`config.mk`:
```
export PLATFORM = sky130hd
export DESIGN_NAME = rv_decode_stage_flat
export DESIGN_NICKNAME = d
export VERILOG_FILES = /design/src/rtl/rv_decode_stage_pkg.sv /design/src/rtl/rv_decode_stage_if.sv /design/src/rtl/rv_decode_stage_imm_gen.sv /design/src/rtl/rv_decode_stage.sv /design/src/flat_wrapper.sv
export SDC_FILE = /design/constraint.sdc
export NUM_CORES = 1
export LEC_CHECK = 0
export ABC_CLOCK_PERIOD_IN_PS = 4700
export BUFFER_PORTS_ARGS = -buffer_cell sky130_fd_sc_hd__buf_2
export CORE_ASPECT_RATIO = 1.75
export CORE_MARGIN = 4
export CORE_UTILIZATION = 30
export DETAILED_ROUTE_END_ITERATION = 10
export GPL_TIMING_DRIVEN = 0
export HOLD_SLACK_MARGIN = 0.08
export PLACE_DENSITY_LB_ADDON = 0.2
export SLEW_MARGIN = 20
export SYNTH_ARGS = -nofsm -noshare
export SYNTH_HDL_FRONTEND = slang
export SYNTH_SLANG_ARGS = --single-unit
```
`constraint.sdc`:
```
create_clock -name clk -period 4.7 [get_ports clk]
set_clock_uncertainty 0.1 [all_clocks]
set_input_delay 0.47 -clock clk [delete_from_list [all_inputs] [get_ports clk]]
set_output_delay 0.47 -clock clk [all_outputs]
set_load 0.02 [all_outputs]
```
`src/rtl/rv_decode_stage_pkg.sv`:
```
// rv_pkg: shared definitions for the RV32I decode stage and its helpers.
//   - opcode constants for every base-ISA major opcode the decoder accepts
//   - format class encoding (fmt_t) and funct7 constants
//   - decode_t: the bundle registered by the decode stage
//   - opcode_fmt(): maps a 7-bit opcode to its format class
package rv_pkg;

    localparam logic [6:0] OPC_OP     = 7'b0110011;
    localparam logic [6:0] OPC_OP_IMM = 7'b0010011;
    localparam logic [6:0] OPC_LOAD   = 7'b0000011;
    localparam logic [6:0] OPC_STORE  = 7'b0100011;
    localparam logic [6:0] OPC_BRANCH = 7'b1100011;
    localparam logic [6:0] OPC_JAL    = 7'b1101111;
    localparam logic [6:0] OPC_JALR   = 7'b1100111;
    localparam logic [6:0] OPC_LUI    = 7'b0110111;
    localparam logic [6:0] OPC_AUIPC  = 7'b0010111;

    typedef logic [2:0] fmt_t;

    localparam fmt_t FMT_R    = 3'd0;
    localparam fmt_t FMT_I    = 3'd1;
    localparam fmt_t FMT_S    = 3'd2;
    localparam fmt_t FMT_B    = 3'd3;
    localparam fmt_t FMT_U    = 3'd4;
    localparam fmt_t FMT_J    = 3'd5;
    localparam fmt_t FMT_NONE = 3'd7;

    localparam logic [6:0] F7_BASE   = 7'b0000000;
    localparam logic [6:0] F7_ALT    = 7'b0100000;
    localparam logic [6:0] F7_MULDIV = 7'b0000001;

    typedef struct packed {
        logic [4:0]  rs1;
        logic [4:0]  rs2;
        logic [4:0]  rd;
        logic [2:0]  func3;
        logic [6:0]  func7;
        logic [31:0] imm;
        fmt_t        fmt;
        logic        rd_valid;
        logic        rs1_valid;
        logic        rs2_valid;
        logic        func3_valid;
        logic        func7_valid;
        logic        imm_valid;
        logic        is_m;
        logic        illegal;
    } decode_t;

    localparam decode_t DECODE_RESET = '{
        rs1: 5'd0, rs2: 5'd0, rd: 5'd0, func3: 3'd0, func7: 7'd0, imm: 32'd0,
        fmt: FMT_NONE, rd_valid: 1'b0, rs1_valid: 1'b0, rs2_valid: 1'b0,
        func3_valid: 1'b0, func7_valid: 1'b0, imm_valid: 1'b0, is_m: 1'b0,
        illegal: 1'b0
    };

    function automatic fmt_t opcode_fmt(input logic [6:0] opcode);
        case (opcode)
            OPC_OP:                       return FMT_R;
            OPC_OP_IMM, OPC_LOAD, OPC_JALR: return FMT_I;
            OPC_STORE:                    return FMT_S;
            OPC_BRANCH:                   return FMT_B;
            OPC_LUI, OPC_AUIPC:           return FMT_U;
            OPC_JAL:                      return FMT_J;
            default:                      return FMT_NONE;
        endcase
    endfunction

endpackage

```
`src/rtl/rv_decode_stage_if.sv`:
```
// rv_decode_stage_if: fetch-side input channel plus decoded-bundle output
// channel of the decode stage.
//   master: the surroundings (fetch drives in_valid/instr/in_pc, execute
//           drives out_ready) and observes everything else
//   slave:  the decode stage itself
// Input channel:  in_valid, in_ready, instr[31:0], in_pc[PC_W-1:0]
// Output channel: out_valid, out_ready, out_pc, rs1, rs2, rd, func3, func7,
//                 imm, fmt, per-field valid flags, is_m, illegal
interface rv_decode_stage_if
    import rv_pkg::*;
#(
    parameter int PC_W = 32
);
    logic            in_valid;
    logic            in_ready;
    logic [31:0]     instr;
    logic [PC_W-1:0] in_pc;

    logic            out_valid;
    logic            out_ready;
    logic [PC_W-1:0] out_pc;
    logic [4:0]      rs1;
    logic [4:0]      rs2;
    logic [4:0]      rd;
    logic [2:0]      func3;
    logic [6:0]      func7;
    logic [31:0]     imm;
    fmt_t            fmt;
    logic            rd_valid;
    logic            rs1_valid;
    logic            rs2_valid;
    logic            func3_valid;
    logic            func7_valid;
    logic            imm_valid;
    logic            is_m;
    logic            illegal;

    modport master (
        output in_valid, instr, in_pc, out_ready,
        input  in_ready, out_valid, out_pc, rs1, rs2, rd, func3, func7, imm,
               fmt, rd_valid, rs1_valid, rs2_valid, func3_valid, func7_valid,
               imm_valid, is_m, illegal
    );

    modport slave (
        input  in_valid, instr, in_pc, out_ready,
        output in_ready, out_valid, out_pc, rs1, rs2, rd, func3, func7, imm,
               fmt, rd_valid, rs1_valid, rs2_valid, func3_valid, func7_valid,
               imm_valid, is_m, illegal
    );

endinterface

```
`src/rtl/rv_decode_stage_imm_gen.sv`:
```
// rv_imm_gen: combinational immediate generator for the base RV32 formats.
// Ports:
//   instr [31:0] in  - instruction word
//   fmt   [2:0]  in  - format class from rv_pkg
//   imm   [31:0] out - sign-extended immediate, 0 for R and NONE
module rv_imm_gen
    import rv_pkg::*;
(
    input  logic [31:0] instr,
    input  fmt_t        fmt,
    output logic [31:0] imm
);

    // The opcode bits never contribute to an immediate.
    logic [6:0] unused_opcode_bits;
    assign unused_opcode_bits = instr[6:0];

    always_comb begin
        case (fmt)
            FMT_I:   imm = {{20{instr[31]}}, instr[31:20]};
            FMT_S:   imm = {{20{instr[31]}}, instr[31:25], instr[11:7]};
            FMT_B:   imm = {{19{instr[31]}}, instr[31], instr[7], instr[30:25],
                            instr[11:8], 1'b0};
            FMT_U:   imm = {instr[31:12], 12'b0};
            FMT_J:   imm = {{11{instr[31]}}, instr[31], instr[19:12], instr[20],
                            instr[30:21], 1'b0};
            default: imm = '0;
        endcase
    end

endmodule

```
`src/rtl/rv_decode_stage.sv`:
```
// rv_decode_stage: registered RV32I decode stage with valid/ready flow
// control, flush and legality checking (optionally RV32E and M extension).
// Ports:
//   clk   in  - clock, rising edge
//   rst   in  - synchronous active-high reset
//   flush in  - drop held bundle and any simultaneous incoming instruction
//   bus       - rv_decode_stage_if.slave: instruction in, decoded bundle out
// Parameters:
//   PC_W     - PC width
//   ENABLE_E - register indices >= 16 are illegal
//   ENABLE_M - funct7=0000001 on OP is a legal MUL/DIV
//   RESET_PC - out_pc value after reset until the first transfer
module rv_decode_stage
    import rv_pkg::*;
#(
    parameter int              PC_W     = 32,
    parameter bit              ENABLE_E = 1'b0,
    parameter bit              ENABLE_M = 1'b0,
    parameter logic [PC_W-1:0] RESET_PC = '0
)(
    input  logic            clk,
    input  logic            rst,
    input  logic            flush,
    rv_decode_stage_if.slave bus
);

    logic [6:0]      opcode;
    logic [2:0]      f3;
    logic [6:0]      f7;
    fmt_t            dec_fmt;
    logic [31:0]     gen_imm;
    decode_t         dec;
    decode_t         held;
    logic [PC_W-1:0] pc_q;
    logic            out_valid_q;
    logic            in_ready;
    logic            use_rd, use_rs1, use_rs2, use_f3, use_f7, use_imm;
    logic            bad;

    assign opcode  = bus.instr[6:0];
    assign f3      = bus.instr[14:12];
    assign f7      = bus.instr[31:25];
    assign dec_fmt = opcode_fmt(opcode);

    rv_imm_gen u_imm_gen (
        .instr (bus.instr),
        .fmt   (dec_fmt),
        .imm   (gen_imm)
    );

    // Which fields carry meaning for each format.
    always_comb begin
        use_rd  = 1'b0;
        use_rs1 = 1'b0;
        use_rs2 = 1'b0;
        use_f3  = 1'b0;
        use_f7  = 1'b0;
        use_imm = 1'b0;
        case (dec_fmt)
            FMT_R: begin
                use_rd = 1'b1; use_rs1 = 1'b1; use_rs2 = 1'b1;
                use_f3 = 1'b1; use_f7 = 1'b1;
            end
            FMT_I: begin
                use_rd = 1'b1; use_rs1 = 1'b1; use_f3 = 1'b1; use_imm = 1'b1;
            end
            FMT_S, FMT_B: begin
                use_rs1 = 1'b1; use_rs2 = 1'b1; use_f3 = 1'b1; use_imm = 1'b1;
            end
            FMT_U, FMT_J: begin
                use_rd = 1'b1; use_imm = 1'b1;
            end
            default: ;
        endcase
    end

    // Legality: only registers that the format actually uses are subject to
    // the RV32E index limit.
    always_comb begin
        bad = 1'b0;
        if (bus.instr[1:0] != 2'b11 || dec_fmt == FMT_NONE)
            bad = 1'b1;
        if (dec_fmt == FMT_R) begin
            if (!(f7 == F7_BASE || f7 == F7_ALT || (ENABLE_M && f7 == F7_MULDIV)))
                bad = 1'b1;
            if (f7 == F7_ALT && f3 != 3'b000 && f3 != 3'b101)
                bad = 1'b1;
        end
        if (ENABLE_E && ((use_rd  && bus.instr[11]) ||
                         (use_rs1 && bus.instr[19]) ||
                         (use_rs2 && bus.instr[24])))
            bad = 1'b1;
        if (opcode == OPC_JALR && f3 != 3'b000)
            bad = 1'b1;
    end

    // Illegal words keep their format but lose all valid flags and the imm.
    always_comb begin
        dec             = DECODE_RESET;
        dec.rs1         = bus.instr[19:15];
        dec.rs2         = bus.instr[24:20];
        dec.rd          = bus.instr[11:7];
        dec.func3       = f3;
        dec.func7       = f7;
        dec.imm         = bad ? 32'd0 : gen_imm;
        dec.fmt         = dec_fmt;
        dec.rd_valid    = use_rd  && !bad;
        dec.rs1_valid   = use_rs1 && !bad;
        dec.rs2_valid   = use_rs2 && !bad;
        dec.func3_valid = use_f3  && !bad;
        dec.func7_valid = use_f7  && !bad;
        dec.imm_valid   = use_imm && !bad;
        dec.is_m        = (dec_fmt == FMT_R) && (f7 == F7_MULDIV) && !bad;
        dec.illegal     = bad;
    end

    assign in_ready     = !out_valid_q || bus.out_ready;
    assign bus.in_ready = in_ready;

    // Single-entry pipeline register. Data is only written on a transfer, so
    // a stalled bundle stays bit-stable; flush and drain only clear valid.
    always_ff @(posedge clk) begin
        if (rst) begin
            out_valid_q <= 1'b0;
            pc_q        <= RESET_PC;
            held        <= DECODE_RESET;
        end else if (flush) begin
            out_valid_q <= 1'b0;
        end else if (bus.in_valid && in_ready) begin
            out_valid_q <= 1'b1;
            pc_q        <= bus.in_pc;
            held        <= dec;
        end else if (bus.out_ready) begin
            out_valid_q <= 1'b0;
        end
    end

    assign bus.out_valid   = out_valid_q;
    assign bus.out_pc      = pc_q;
    assign bus.rs1         = held.rs1;
    assign bus.rs2         = held.rs2;
    assign bus.rd          = held.rd;
    assign bus.func3       = held.func3;
    assign bus.func7       = held.func7;
    assign bus.imm         = held.imm;
    assign bus.fmt         = held.fmt;
    assign bus.rd_valid    = held.rd_valid;
    assign bus.rs1_valid   = held.rs1_valid;
    assign bus.rs2_valid   = held.rs2_valid;
    assign bus.func3_valid = held.func3_valid;
    assign bus.func7_valid = held.func7_valid;
    assign bus.imm_valid   = held.imm_valid;
    assign bus.is_m        = held.is_m;
    assign bus.illegal     = held.illegal;

endmodule

```
`src/flat_wrapper.sv`:
```
// flat-port wrapper written by rule: the top's interface ports become plain ports
module rv_decode_stage_flat import rv_pkg::*;
#(
    parameter int              PC_W     = 32,
    parameter bit              ENABLE_E = 1'b0,
    parameter bit              ENABLE_M = 1'b0,
    parameter logic [PC_W-1:0] RESET_PC = '0
)
  (clk, rst, flush, bus_in_valid, bus_instr, bus_in_pc, bus_out_ready, bus_in_ready, bus_out_valid, bus_out_pc, bus_rs1, bus_rs2, bus_rd, bus_func3, bus_func7, bus_imm, bus_fmt, bus_rd_valid, bus_rs1_valid, bus_rs2_valid, bus_func3_valid, bus_func7_valid, bus_imm_valid, bus_is_m, bus_illegal);
  rv_decode_stage_if #(.PC_W(PC_W)) bus_i ();
  input  logic clk;
  input  logic rst;
  input  logic flush;
  input wire logic [$bits(bus_i.in_valid)-1:0] bus_in_valid;
  input wire logic [$bits(bus_i.instr)-1:0] bus_instr;
  input wire logic [$bits(bus_i.in_pc)-1:0] bus_in_pc;
  input wire logic [$bits(bus_i.out_ready)-1:0] bus_out_ready;
  output wire logic [$bits(bus_i.in_ready)-1:0] bus_in_ready;
  output wire logic [$bits(bus_i.out_valid)-1:0] bus_out_valid;
  output wire logic [$bits(bus_i.out_pc)-1:0] bus_out_pc;
  output wire logic [$bits(bus_i.rs1)-1:0] bus_rs1;
  output wire logic [$bits(bus_i.rs2)-1:0] bus_rs2;
  output wire logic [$bits(bus_i.rd)-1:0] bus_rd;
  output wire logic [$bits(bus_i.func3)-1:0] bus_func3;
  output wire logic [$bits(bus_i.func7)-1:0] bus_func7;
  output wire logic [$bits(bus_i.imm)-1:0] bus_imm;
  output wire logic [$bits(bus_i.fmt)-1:0] bus_fmt;
  output wire logic [$bits(bus_i.rd_valid)-1:0] bus_rd_valid;
  output wire logic [$bits(bus_i.rs1_valid)-1:0] bus_rs1_valid;
  output wire logic [$bits(bus_i.rs2_valid)-1:0] bus_rs2_valid;
  output wire logic [$bits(bus_i.func3_valid)-1:0] bus_func3_valid;
  output wire logic [$bits(bus_i.func7_valid)-1:0] bus_func7_valid;
  output wire logic [$bits(bus_i.imm_valid)-1:0] bus_imm_valid;
  output wire logic [$bits(bus_i.is_m)-1:0] bus_is_m;
  output wire logic [$bits(bus_i.illegal)-1:0] bus_illegal;
  assign bus_i.in_valid = bus_in_valid;
  assign bus_i.instr = bus_instr;
  assign bus_i.in_pc = bus_in_pc;
  assign bus_i.out_ready = bus_out_ready;
  assign bus_in_ready = bus_i.in_ready;
  assign bus_out_valid = bus_i.out_valid;
  assign bus_out_pc = bus_i.out_pc;
  assign bus_rs1 = bus_i.rs1;
  assign bus_rs2 = bus_i.rs2;
  assign bus_rd = bus_i.rd;
  assign bus_func3 = bus_i.func3;
  assign bus_func7 = bus_i.func7;
  assign bus_imm = bus_i.imm;
  assign bus_fmt = bus_i.fmt;
  assign bus_rd_valid = bus_i.rd_valid;
  assign bus_rs1_valid = bus_i.rs1_valid;
  assign bus_rs2_valid = bus_i.rs2_valid;
  assign bus_func3_valid = bus_i.func3_valid;
  assign bus_func7_valid = bus_i.func7_valid;
  assign bus_imm_valid = bus_i.imm_valid;
  assign bus_is_m = bus_i.is_m;
  assign bus_illegal = bus_i.illegal;
  rv_decode_stage #(.PC_W(PC_W), .ENABLE_E(ENABLE_E), .ENABLE_M(ENABLE_M), .RESET_PC(RESET_PC)) u_core (.clk(clk), .rst(rst), .flush(flush), .bus(bus_i));
endmodule
```
==> impl_metrics.yaml <==
grt:
  grt_overflow: 0
  grt_max_degree: 18
  grt_pass1_vias: 3983
  gr-max-usage-layer: "met2"
  met1_usage: 0.197
  grtUsageMet2: 0.333
  use_met3: 0.0300
  grt_usage: 0.178
  antenna_found_initial: 0
  grt_pass1_wl_mm: 21.0
hold_path:
  min-delay-start: "flush"
  hold_class: "primary input to flip-flop"
  min_path_cells: 2
floorplanning:
  io_pins: 171
  row_count: 55
  die_width_um: 95.3
  initial_core_util: 0.308
  core_area_mm2: 0.0130
  dieArea_mm2: 0.0153
  die_y_um: 161
clock_tree:
  hold_buffers: 0
  cts-htree-levels: 3
  cts_setup_buffers: 0
  clk_latency_ps: 340
  clock_sinks: 100
  cts-root-buf: "clkbuf_16"
  clockBufferDepth: 2
  clk_pin_slew_ps: 70
  cts_resized: 0
  cts_tree: "built"
  cts_buffers: 9
worst_setup_path:
  crit_path_max_incr_delay_ps: 510
  endpoint: "u_core.bus.imm[28]$_SDFFE_PP0P_"
  worst-path-stages: 7
  start_kind: "flip-flop"
  r2r_cells: 7
  crit_family: "buffers and inverters"
  critPathMaxFanout: 10
  crit_path_end_kind: "flip-flop"
  required_ps: 4880
  path_buf_inv: 3
  cp_common_cell: "clkbuf_1"
  cp_cell_sequence: "nor2b_1 > inv_1 > nand3b_1 > clkbuf_1 > clkbuf_1 > a22oi_1 > nor2_1"
  cp_slowest_cell: "clkbuf_1"
  cp.arrival_ps: 2470
  r2r_start: "u_core.bus.out_valid$_SDFFE_PP0P_"
  startpoint: "u_core.bus.out_valid$_SDFFE_PP0P_"
  reg2reg_slack_ps: 2400
  rr_endpoint: "u_core.bus.imm[28]$_SDFFE_PP0P_"
  critical_path_class: "flip-flop to flip-flop"
sta:
  finalSetupTns_ps: 0
  drv_slew: 0
  relSlewSlack: 0.421
  final_hold_viol_count: 0
  max_freq_mhz: 435
  rsz0062_at_grt: "no"
  fin_crit_sh: 0.489
  worst_slew_pin_slew_ps: 867
  period_needed_ps: 2300
  whs_ps: 240
  setup_viol: 0
placement:
  dp_hpwl_mm: 10.9
  numPortBuffers: 166
  gp_congestion: 0.878
job:
  maxCapViolations: 0
drt:
  routed_wl_mm: 13.7
  first_iter_violations: 177
  vias_per_cell: 4.79
  vias: 4050
  drc: 0
  wl_per_cell_um: 16.2
  drt-pass1-iter-count: 4
  ant_nets: 0
power_and_ir_drop:
  p_clk_frac: 0.423
  p_sw_frac: 0.258
  p_leak_nw: 2.40
  ir_drop_uv: 160
  power_frac_comb: 0.113
  p_int_mw: 1.41
  switchingPower_mw: 0.490
  p_seq_frac: 0.464
  power_density_mw_per_mm2: 354
yosys:
  syn_inst: 492
  synth_fp_nets: 561
  synth_commonest_cells: "nand2_1, dfxtp_1, a21oi_1"
  async_flop_share: 0
  synth-main-ff-cell: "dfxtp_1"
  synth_edf_count: 0
  yosysSeqAreaShare: 0.500
  ys_types: 42
  yosysMostFrequentCell: "nand2_1"
  syn_area_mm2: 0.00400
  ys_ff_latch: 100
  synthTopCellsByArea: "dfxtp_1, nand2_1, a21oi_1"
  yosys.area.top_type: "dfxtp_1"
  synth.avg_cell_area_um2: 8.13
  yosysWarnings: 0
  synth_top_area_share: 0.500
layout:
  drive_gt1_frac: 0.295
  seqCellArea_mm2: 0.00200
  fillerInstances: 1365
  fin_nets: 738
  multi_input_area_mm2: 0.00182
  antenna_cells: 0
  syn2layout_area_growth_pct: 34.3
run_status:
  status: "finished clean"
==> worst min path at each step <==
stage,endpoint,slack (ps)
floorplan,u_core.bus.imm[31]$_SDFFE_PP0P_,430
global placement,u_core.bus.out_pc[6]$_SDFFE_PP0P_,340
detailed placement,u_core.bus.out_pc[10]$_SDFFE_PP0P_,340
CTS,u_core.bus.out_valid$_SDFFE_PP0P_,220
global route,u_core.bus.out_valid$_SDFFE_PP0P_,250
finish,u_core.bus.out_valid$_SDFFE_PP0P_,240
==> registers in the layout, indices dropped and copies added (netlist names) <==
name / cells
u_core.bus.imm: 32
u_core.bus.out_pc: 32
u_core.bus.func7: 7
u_core.bus.rd: 5
u_core.bus.rs1: 5
u_core.bus.rs2: 5
u_core.bus.fmt: 3
u_core.bus.func3: 3
u_core.bus.func3_valid: 1
u_core.bus.func7_valid: 1
u_core.bus.illegal: 1
u_core.bus.imm_valid: 1
u_core.bus.is_m: 1
u_core.bus.out_valid: 1
u_core.bus.rd_valid: 1
u_core.bus.rs2_valid: 1
==> cells by family (layout without fill, tap and decap cells) <==
| kind of cell | Yosys count | count (layout) | share of synthesized area |
|---|---|---|---|
| simple gates | 209 | 209 | 0.235 |
| compound gates | 139 | 139 | 0.218 |
| flops | 100 | 100 | 0.500 |
| buf+inv | 43 | 225 | 0.0447 |
| xor+xnor | 1 | 1 | 0.00219 |
==> per-stage QoR <==
stage          power (mW)  setup WS, ps  area [um^2]  std cells  utilization
2_1_floorplan        1.02          2650         4000        492            -
4_1_cts              1.93          2390         5370        845        0.413
3_5_place_dp         1.12          2180         5050        829        0.388
3_3_place_gp         1.12          2080         5040        829        0.388
5_1_grt              1.98          2170         5370        845        0.413
6_report             1.90          2400         5370        845        0.413
==> layout by cell type, fill, tap and decap left out, drive strengths merged, types with 3 or more instances in the layout <==
master,Yosys,final
nor2,32,32
a22o,10,10
a21o,8,8
clkbuf,32,41
a22oi,24,24
nand3b,4,4
nand2,129,129
o21ai,17,17
buf,8,174
and2,4,4
dfxtp,100,100
nor2b,3,3
nor3,4,4
nand4b,3,3
inv,3,5
a21oi,68,68
nand3,15,15
==> cell type report <==
cell class / count / area share
tap: 171 / 0.0398
multi-input combinational: 349 / 0.339
clock inverter: 7 / 0.0184
inverter: 3 / 0.00210
clock buffer: 9 / 0.0419
sequential: 100 / 0.373
timing repair buffer: 166 / 0.155
buffer: 40 / 0.0312
==> layer usage <==
layer	vias up	wire length, um
li1	2041	-
met1	1842	5280
met2	153	7320
met3	14	820
met4	0	263
met5	-	0
==> power by group through the flow <==
stage	logic [mW]	registers, mW	clock network, mW
floorplan	0.0864	0.934	0
global placement	0.213	0.902	0
detailed placement	0.215	0.903	0
CTS	0.216	0.883	0.833
global route	0.234	0.886	0.862
finish	0.214	0.883	0.804
Note: power is estimated with default switching activity, not from simulation.
